**config.mk**
```make
export PLATFORM = sky130hd
export DESIGN_NAME = vec_mem_sequencer
export DESIGN_NICKNAME = d
export VERILOG_FILES = /design/src/rtl/vec_mem_pkg.sv /design/src/rtl/vec_mem_addr_gen.sv /design/src/rtl/vec_mem_sequencer.sv
export SDC_FILE = /design/constraint.sdc
export NUM_CORES = 1
export LEC_CHECK = 0
export ABC_AREA = 1
export CORE_AREA = 5 5 311 313
export CTS_BUF_LIST = sky130_fd_sc_hd__clkbuf_8
export CTS_CLUSTER_SIZE = 24
export DETAILED_ROUTE_END_ITERATION = 10
export DIE_AREA = 0 0 316 318
export PLACE_DENSITY = 0.69
export SYNTH_ARGS = -nofsm -noshare
export SYNTH_HDL_FRONTEND = slang
export SYNTH_HIERARCHICAL = 1
export SYNTH_SLANG_ARGS = --single-unit
```
**constraint.sdc**
```tcl
create_clock -name clk -period 2.5 [get_ports clk]
set_input_delay 0.625 -clock clk [delete_from_list [all_inputs] [get_ports clk]]
set_output_delay 0.625 -clock clk [all_outputs]
set_load 0.05 [all_outputs]
```
**src/rtl/vec_mem_pkg.sv**
```systemverilog
// Shared definitions for the vector memory sequencer: FSM state encoding
// and the lane-index width helper.
package vec_mem_pkg;

  typedef logic [1:0] state_t;

  localparam state_t ST_IDLE  = 2'd0;
  localparam state_t ST_ISSUE = 2'd1;
  localparam state_t ST_DRAIN = 2'd2;
  localparam state_t ST_DONE  = 2'd3;

  // Lane index width, never narrower than one bit (LANES=1 still needs a counter).
  function automatic int unsigned lane_idx_w(input int unsigned lanes);
    return (lanes <= 1) ? 1 : $clog2(lanes);
  endfunction

endpackage

```
**src/rtl/vec_mem_addr_gen.sv**
```systemverilog
// Strided address accumulator: loads base/stride on start, then adds the
// stride once per issued lane. Also tracks the lane index and flags the last lane.
module vec_mem_addr_gen
  import vec_mem_pkg::*;
#(
  parameter int LANES  = 16,
  parameter int ADDR_W = 19,
  parameter int IDX_W  = 4
) (
  input  logic              clk,
  input  logic              rst,
  input  logic              start_i,
  input  logic [ADDR_W-1:0] base_i,
  input  logic [ADDR_W-1:0] stride_i,
  input  logic              step_i,
  output logic [ADDR_W-1:0] addr_o,
  output logic [IDX_W-1:0]  idx_o,
  output logic              last_o
);

  localparam logic [IDX_W-1:0] LAST_IDX = IDX_W'(LANES - 1);

  logic [ADDR_W-1:0] addr_q, addr_d;
  logic [ADDR_W-1:0] stride_q, stride_d;
  logic [IDX_W-1:0]  idx_q, idx_d;

  // Next address/index: reload on start, accumulate (wrapping) on each step.
  always_comb begin
    addr_d   = addr_q;
    stride_d = stride_q;
    idx_d    = idx_q;
    if (start_i) begin
      addr_d   = base_i;
      stride_d = stride_i;
      idx_d    = '0;
    end else if (step_i) begin
      addr_d = addr_q + stride_q;
      idx_d  = idx_q + 1'b1;
    end
  end

  // Accumulator state registers.
  always_ff @(posedge clk or negedge rst) begin
    if (!rst) begin
      addr_q   <= '0;
      stride_q <= '0;
      idx_q    <= '0;
    end else begin
      addr_q   <= addr_d;
      stride_q <= stride_d;
      idx_q    <= idx_d;
    end
  end

  assign addr_o = addr_q;
  assign idx_o  = idx_q;
  assign last_o = (idx_q == LAST_IDX);

endmodule

```
**src/rtl/vec_mem_sequencer.sv**
```systemverilog
// MEM-stage sequencer: serialises one vector load/store into per-element
// accesses on a single-port scalar RAM, gathers load data back into a vector,
// and stalls the pipeline while busy.
//
// Request handshake: a request transfers on a rising edge where req_valid and
// req_ready are both high. req_ready is high only in IDLE; requests seen in any
// other state are dropped, so the requester must hold req_valid until it sees
// the transfer. All request fields are captured on that edge only.
module vec_mem_sequencer
  import vec_mem_pkg::*;
#(
  parameter int LANES   = 16,
  parameter int ELEM_W  = 16,
  parameter int ADDR_W  = 19,
  parameter int RD_W    = 5,
  parameter int MEM_LAT = 1
) (
  input  logic                    clk,
  input  logic                    rst,
  input  logic                    req_valid,
  output logic                    req_ready,
  input  logic                    req_write,
  input  logic [ADDR_W-1:0]       req_base,
  input  logic [ADDR_W-1:0]       req_stride,
  input  logic [RD_W-1:0]         req_rd,
  input  logic [LANES*ELEM_W-1:0] req_wdata,
  output logic [ADDR_W-1:0]       mem_addr,
  output logic [ELEM_W-1:0]       mem_wdata,
  output logic                    mem_wren,
  input  logic [ELEM_W-1:0]       mem_rdata,
  output logic                    rsp_valid,
  output logic [RD_W-1:0]         rsp_rd,
  output logic [LANES*ELEM_W-1:0] rsp_rdata,
  output logic                    done,
  output logic                    stall,
  output state_t                  state_dbg
);

  localparam int IDX_W = lane_idx_w(LANES);
  localparam int VEC_W = LANES * ELEM_W;
  localparam logic [IDX_W-1:0] LAST_IDX = IDX_W'(LANES - 1);

  state_t state_q, state_d;
  logic              wr_q, wr_d;
  logic [RD_W-1:0]   rd_q, rd_d;
  logic [VEC_W-1:0]  wvec_q, wvec_d;
  logic              mem_wren_q, mem_wren_d;
  logic [ELEM_W-1:0] mem_wdata_q, mem_wdata_d;
  logic              vld_pipe_q [MEM_LAT];
  logic [IDX_W-1:0]  idx_pipe_q [MEM_LAT];
  logic [ELEM_W-1:0] lane_buf_q [LANES];
  logic              rsp_valid_q, done_q;
  logic [RD_W-1:0]   rsp_rd_q;
  logic [VEC_W-1:0]  rsp_rdata_q;
  logic [VEC_W-1:0]  gathered;

  logic              accept, issuing, cap_vld, cap_last;
  logic [IDX_W-1:0]  cap_idx;
  logic [ADDR_W-1:0] ag_addr;
  logic [IDX_W-1:0]  ag_idx;
  logic              ag_last;

  assign accept   = req_valid && (state_q == ST_IDLE);
  assign issuing  = (state_q == ST_ISSUE);
  assign cap_vld  = vld_pipe_q[MEM_LAT-1];
  assign cap_idx  = idx_pipe_q[MEM_LAT-1];
  assign cap_last = cap_vld && (cap_idx == LAST_IDX);

  vec_mem_addr_gen #(
    .LANES  (LANES),
    .ADDR_W (ADDR_W),
    .IDX_W  (IDX_W)
  ) u_addr_gen (
    .clk      (clk),
    .rst      (rst),
    .start_i  (accept),
    .base_i   (req_base),
    .stride_i (req_stride),
    .step_i   (issuing && !ag_last),
    .addr_o   (ag_addr),
    .idx_o    (ag_idx),
    .last_o   (ag_last)
  );

  // Sequencing FSM: issue every lane, wait for the read pipe to empty on loads.
  always_comb begin
    state_d = state_q;
    case (state_q)
      ST_IDLE:  if (accept) state_d = ST_ISSUE;
      ST_ISSUE: if (ag_last) state_d = wr_q ? ST_DONE : ST_DRAIN;
      ST_DRAIN: if (cap_last) state_d = ST_DONE;
      ST_DONE:  state_d = ST_IDLE;
      default:  state_d = ST_IDLE;
    endcase
  end

  // Request capture and store-lane serialisation (store vector shifts down one lane per issue).
  always_comb begin
    wr_d        = wr_q;
    rd_d        = rd_q;
    wvec_d      = wvec_q;
    mem_wren_d  = mem_wren_q;
    mem_wdata_d = mem_wdata_q;
    if (accept) begin
      wr_d        = req_write;
      rd_d        = req_rd;
      wvec_d      = req_wdata >> ELEM_W;
      mem_wren_d  = req_write;
      mem_wdata_d = req_write ? req_wdata[ELEM_W-1:0] : '0;
    end else if (issuing) begin
      if (ag_last) begin
        mem_wren_d  = 1'b0;
        mem_wdata_d = '0;
      end else begin
        mem_wdata_d = wr_q ? wvec_q[ELEM_W-1:0] : '0;
        wvec_d      = wvec_q >> ELEM_W;
      end
    end
  end

  // Full response vector including the lane arriving this cycle.
  always_comb begin
    gathered = '0;
    for (int i = 0; i < LANES; i++) begin
      gathered[i*ELEM_W +: ELEM_W] =
        (cap_vld && (cap_idx == IDX_W'(i))) ? mem_rdata : lane_buf_q[i];
    end
  end

  // Control and request registers.
  always_ff @(posedge clk or negedge rst) begin
    if (!rst) begin
      state_q     <= ST_IDLE;
      wr_q        <= 1'b0;
      rd_q        <= '0;
      wvec_q      <= '0;
      mem_wren_q  <= 1'b0;
      mem_wdata_q <= '0;
    end else begin
      state_q     <= state_d;
      wr_q        <= wr_d;
      rd_q        <= rd_d;
      wvec_q      <= wvec_d;
      mem_wren_q  <= mem_wren_d;
      mem_wdata_q <= mem_wdata_d;
    end
  end

  // Read-latency pipe: tags each load address cycle with its lane index.
  always_ff @(posedge clk or negedge rst) begin
    if (!rst) begin
      for (int j = 0; j < MEM_LAT; j++) begin
        vld_pipe_q[j] <= 1'b0;
        idx_pipe_q[j] <= '0;
      end
    end else begin
      vld_pipe_q[0] <= issuing && !wr_q;
      idx_pipe_q[0] <= ag_idx;
      for (int j = 1; j < MEM_LAT; j++) begin
        vld_pipe_q[j] <= vld_pipe_q[j-1];
        idx_pipe_q[j] <= idx_pipe_q[j-1];
      end
    end
  end

  // Lane buffer: returning read data lands in the slot its tag names.
  always_ff @(posedge clk or negedge rst) begin
    if (!rst) begin
      for (int i = 0; i < LANES; i++) lane_buf_q[i] <= '0;
    end else if (cap_vld) begin
      lane_buf_q[cap_idx] <= mem_rdata;
    end
  end

  // Completion pulses and held load response.
  always_ff @(posedge clk or negedge rst) begin
    if (!rst) begin
      rsp_valid_q <= 1'b0;
      done_q      <= 1'b0;
      rsp_rd_q    <= '0;
      rsp_rdata_q <= '0;
    end else begin
      rsp_valid_q <= cap_last;
      done_q      <= (state_d == ST_DONE);
      if (cap_last) begin
        rsp_rd_q    <= rd_q;
        rsp_rdata_q <= gathered;
      end
    end
  end

  assign req_ready = (state_q == ST_IDLE);
  assign stall     = ~req_ready;
  assign mem_addr  = ag_addr;
  assign mem_wdata = mem_wdata_q;
  assign mem_wren  = mem_wren_q;
  assign rsp_valid = rsp_valid_q;
  assign rsp_rd    = rsp_rd_q;
  assign rsp_rdata = rsp_rdata_q;
  assign done      = done_q;
  assign state_dbg = state_q;

endmodule

```
# --- Word level (Yosys, flattened, before mapping) ---
# Cells that the tools add are included.
word_totals:
  ff_bits: 847
  in_bits: 319
  elab_cells: 125
classes:
  n_addsub: 2
  order_cmp: 2
  n_eq_ne: 21
  mux: 38
  bitwise: 2
  reduce_logical: 29
ops:
  columns: ["cell", "n"]
  rows:
  - ["256-bit two-way mux", 3]
  - ["16-bit two-way mux", 21]
  - ["256-bit bitwise mux", 1]
  - ["16-bit demux with 4-bit select", 1]
  - ["19-bit two-way mux", 2]
  - ["4-bit == test (second input constant)", 9]
  - ["1-bit logical AND", 20]
  - ["19-bit adder", 1]
  - ["4-bit by 3-bit == test with 1-bit output (second input constant)", 4]
  - ["4-bit by 2-bit == test with 1-bit output (second input constant)", 2]
  - ["4-bit two-way mux", 2]
  - ["2-bit one-hot mux with 4 select lines", 1]
  - ["2-bit == test (second input constant)", 3]
  - ["2-bit two-way mux", 3]
  - ["2-bit nonzero test", 3]
  - ["5-bit greater-or-equal comparator (second input constant)", 1]
  - ["5-bit by 1-bit < comparator with 1-bit output (second input constant)", 1]
  - ["4-bit inverter with 5-bit output", 1]
  - ["4-bit by 1-bit adder with 4-bit output (second input constant)", 1]
  - ["4-bit by 1-bit == test with 1-bit output (second input constant)", 1]
  - ["4-bit zero test", 1]
  - ["1-bit two-way mux", 4]
  - ["2-bit AND reduction", 2]
  - ["2-bit by 1-bit == test with 1-bit output (second input constant)", 1]
  - ["4 further kinds", 5]

# --- Logic depth before layout (Yosys ltp) ---
# Gate-level depths: netlist (run 1).
depth:
  word_depth: 6
  mapped_depth: 13
  mapped_depth_nobuf: 13

# --- By module ---
# The synthesis (run 1) kept the hierarchy.
modules_own_cells:
  columns: ["module", "n_inst", "cells_each", "area_each_um2", "seq_area_each_um2"]
  rows:
  - ["vec_mem_sequencer", 1, 4307, 34469.3, 19343.6]
  - ["vec_mem_addr_gen", 1, 375, 2718.9, 1051.0]

# --- Worst setup path after synthesis (run 1) ---
# No wires, ideal clock.
synth_path:
  kind: "register to register"
  startpoint: "reg state_q[1], in the netlist state_dbg[1]"
  endpoint: "reg u_addr_gen.addr_q[14], in the netlist u_addr_gen/addr_o[14]"
  arrival_ps: 2655
  t_required_ps: 2378
  setup_slack_ps: -277
  path_stages_with_launch: 10
  path_buffers: 3
  synth_period_minus_slack_ps: 2777
  cell_sequence: "dfrtp_1 -> nor2_1 -> nand2_2 -> inv_1 -> buf_1 -> buf_2 -> nor2_2 -> buf_4 -> a22oi_1 -> nand2_1"
synth_between:
  elab_chain_cells: 3
synth_rtl:
  columns: ["item", "line", "text"]
  rows:
  - ["from (decl)", "vec_mem_sequencer.sv:43", "state_t state_q, state_d;"]
  - ["from (signal assigned)", "vec_mem_sequencer.sv:140", "state_q <= state_d;"]
  - ["2-bit zero test *", null, null]
  - ["named net req_ready", "vec_mem_sequencer.sv:21", "output logic req_ready,"]
  - ["1-bit logical AND *", "vec_mem_sequencer.sv:63", "assign accept = req_valid && (state_q == ST_IDLE);"]
  - ["named net accept", "vec_mem_sequencer.sv:57", "logic accept, issuing, cap_vld, cap_last;"]
  - ["19-bit two-way mux or 2-bit nonzero test (tied branches)", null, null]
  - ["to (signal assigned)", "vec_mem_addr_gen.sv:49", "addr_q <= addr_d;"]
  - ["to (decl)", "vec_mem_addr_gen.sv:23", "logic [ADDR_W-1:0] addr_q, addr_d;"]
# The timed path passes the listed nets; every way through them passes the cells marked *.
# A chain may end at the register's enable or synchronous reset.

# --- Final worst setup path (run 1) ---
layout_path:
  startpoint: "reg rsp_rdata_q[69], in the netlist rsp_rdata[69]"
  endpoint: "out rsp_rdata[69]"
layout_lines:
  columns: ["item", "line", "text"]
  rows:
  - ["from (decl)", "vec_mem_sequencer.sv:54", "logic [VEC_W-1:0] rsp_rdata_q;"]
  - ["from (signal assigned)", "vec_mem_sequencer.sv:187", "rsp_rdata_q <= gathered;"]
  - ["to (decl)", "vec_mem_sequencer.sv:33", "output logic [LANES*ELEM_W-1:0] rsp_rdata,"]
# No word-level cell between the ends.

==> results.md, run 1 <==
- GRT Overall Usage: 24.26%
- Fin. Hold Viols: 0
- Clock skew: 0.05693 ns
- Initial Util: between 30% and 40%
- WS Path Type: reg2out
- Seq/Total Area, Yosys: a little over half
- Worst skew pair latency: ~0.82 ns
- Drt first pass iters: 5
- Root buffer cell: clkbuf_8
- WL per Instance: roughly 19 um
- Critical-path maximum fanout: 2
- Hold slack: approximately 0.28 ns
- Critical Path RT: 1.88 ns
- Synth warn: 6
- Avg Vias per Cell: 4.860
- Hpwl dp: 86.13 mm
- Syn_area_per_cell: 7.943 um2
- Gate Count Post-Synth: 4,682
- GRT Max-Usage Layer: met2
- Maxcap violations: 0
- Flops & latches, synth: 815
- Fmax: 415.1 MHz
- Crit path cell chain: dlygate4sd2_1
- Met3 Use GR: 6.304%
- Critical Path Sink Type: primary output
- R2R depth: 7
- GRT overflow: 0
- FP Rows: 113
- Chip Height: 318 um
- H-tree depth: 4
- Fin crit share: between 90% and 100%
- Worst VDD drop: 0.0009205 V
- Full die area: 100,500 um2
- Met1 Track Usage GR: 32.33%
- Startpoint Class: flip-flop
- Slew headroom: a little under half
- Num CTS Buffers: between 100 and 150
- DRC: 0
- Syn Nets: around 5,000
- Layout cells sized above 1: 6.757%
- First-pass GRT wire length: roughly 190 mm
- Critical path depth: 1
- Max stage delay cell, worst path: dlygate4sd2_1
- Synth unique cells: 31
- Crit-path leading delay family: buffers and inverters
- Worst slew pin tran: 0.7816 ns
- Area occupied by multi-input gates: 13,820 um2
- Post-Route Setup TNS: 0 ns
- WL final: 123.6 mm
- Clk sinks: 815
- 1st-iter DRT viols: 2,732
- Post-CTS setup buffers: 0
- RSZ-0062 raised after global routing: false
- Die X: approximately 320 um
- Period minus WS final: 2.409 ns
- WP data arrival: 1.78 ns
- Pwr dens: 1415 nW/um2
- TritonCTS clock tree: yes
- Vias in the first global route: between 30,000 and 40,000
- Initial antenna violation count: 18
- Worst path bufs/invs: 1
- Area Overhead vs Synth: 28.33%
- CTS Buffer Depth: 3
- Status: complete, no violations
- Final core utilization: 50.76%
- DRT antenna net count: 0
- Clock slew at reported path FFs: roughly 0.060 ns
- Max-slew violations: 0
- Final setup viols: 0
- Via count: 32,450
- Core area: ~94,000 um2
- Top Ports: 622
- I/O Buffers: 621
- Fill cells: ~9,000
- Leakage power: 0.02491 uW
- Post-synthesis instance area: 37,190 um2
- Slowest Stage Delay on Critical Path: 0.56 ns
- Gpl congestion: slightly below 0.9
- Sequential cell area: 20,400 um2
- M2 GR Usage: between 30% and 40%
- Nets: ~5,700
- Hold Path Class: in2async
- Pin count of the biggest net entering global routing: 147
report_power, final:
| group | internal [uW] | switching (uW) |
|---|---|---|
| registers | 19600 | 3680 |
| clock network | 6240 | 5650 |
| logic | 9960 | 22400 |
per-stage QoR:
stage               cell area, um2  total power, uW  std cells  worst slack [ns]
floorplan                    37200            45430       4682            0.1898
finish                       47720            67520       6677           0.09094
detailed placement           45280            57420       6430           0.02553
CTS                          47690            67980       6667           -0.1389
global route                 47710            72240       6671       0.000005551
global placement             45280            56840       6430           0.04067
Yosys cell counts:
master    number  share of area [%]
nand2_1     1840                 19
dfrtp_1      815                 55
inv_1        492                5.0
nand3_1      318                4.3
nor2_1       252                2.5
and2_1       242                4.1
o21ai_1      138                1.9
o21ai_0      132                1.8
buf_2        124                1.7
clkbuf_1     106                1.1
nand4_1       48               0.81
o21bai_1      32               0.65
a21oi_1       19               0.26
ha_1          19               0.64
o211ai_1      19               0.38
nor2_2        17               0.29
buf_4         14               0.28
a22oi_1       12               0.24
inv_2          7              0.071
buf_1          6              0.061
xnor2_1        6               0.14
nand3_2        5               0.13
nand3b_1       5               0.10
nand2_2        4              0.067
nor3_1         3              0.040
xor2_1         2              0.047
a21boi_0       1              0.020
buf_6          1              0.030
fa_1           1              0.054
o21a_1         1              0.020
o221ai_1       1              0.024
state kept, by name (all words and copies together) (netlist names):
name,count
cap_vld,1
rsp_rdata,256
mem_wren,1
rsp_valid,1
u_addr_gen/stride_q,19
wr_q,1
rd_q,5
lane_buf_q,240
rsp_rd,5
mem_wdata,16
u_addr_gen/idx_o,4
wvec_q,240
cap_idx,4
done,1
u_addr_gen/addr_o,19
state_dbg,2
cell families (layout without fill, tap and decap cells):
logic type                 Yosys count  after routing  synth area share (%)
and+or+nand+nor                   2734           2734                 30.90
adders and majority gates           20             20                0.6931
AOI/OAI and AO/OA                  355            355                 5.225
buffers and inverters              750           1470                 8.149
other                                0             10                     0
DFF                                815            815                 54.84
xor gates and xnor gates             8              8                0.1884
final cells by class:
class / count / area share [%]
sequential: 815 / 42.74
multi-input combinational: 3117 / 28.97
timing repair buffer: 735 / 15.29
clock buffer: 169 / 4.874
inverter: 499 / 3.951
tap: 1265 / 3.317
clock inverter: 67 / 0.8102
antenna: 10 / 0.05244
layout by cell type, fill, tap and decap left out, types with 2 or more instances in the layout:
master	count
nand2_8	3
nand3_1	318
o21bai_1	32
xor2_1	2
and2_1	242
nand4_1	48
clkinv_8	4
clkinv_2	8
o211ai_1	19
clkdlybuf4s15_2	13
nand3_2	5
inv_1	536
o21ai_1	138
inv_2	6
dfrtp_2	2
buf_4	77
dfrtp_1	813
nand3b_1	5
nor2_1	250
nor2_4	3
a22oi_1	12
nor2_2	16
o21ai_0	132
diode_2	10
ha_1	19
clkbuf_8	169
xnor2_1	6
clkdlybuf4s15_1	27
buf_12	43
nand2_1	1840
inv_6	6
a21oi_1	19
nor3_1	3
clkdlybuf4s50_1	317
clkinvlp_4	3
dlygate4sd2_1	254
final timing paths:
path / from / to / slack, ns
min in group clk: req_stride[17] / u_addr_gen/stride_q[17] / 0.33
setup / recovery: rsp_rdata[69] / rsp_rdata[69] / 0.09
hold / removal: rst / lane_buf_q[45] / 0.28
hold reg to reg: u_addr_gen/idx_o[1] / cap_idx[1] / 0.46
setup reg to reg: state_dbg[1] / wvec_q[57] / 0.23
max in group asynchronous: rst / rsp_rdata[168] / 1.32
per-layer routing:
| layer | part of all wire (%) | vias to the layer above |
|---|---|---|
| li1 | - | 15640 |
| met1 | 42 | 15440 |
| met2 | 46 | 1107 |
| met3 | 7.8 | 249 |
| met4 | 3.6 | 18 |
| met5 | 0.11 | - |
repair_timing:
item | in CTS | in global routing
hold buffers | 1 | 0
hold endpoints to repair | 253 | 0
endpoints found under the setup margin | 296 | 11
resized for setup | 340 | 12
No activity file was read; power rests on OpenSTA's default activity.
==> inputs of run 2 (changes only) <==
Settings changed: CAP_MARGIN set to 0.
==> results of run 2 <==
Same layout as run 1: the final DEF is identical, and so are final timing and power.
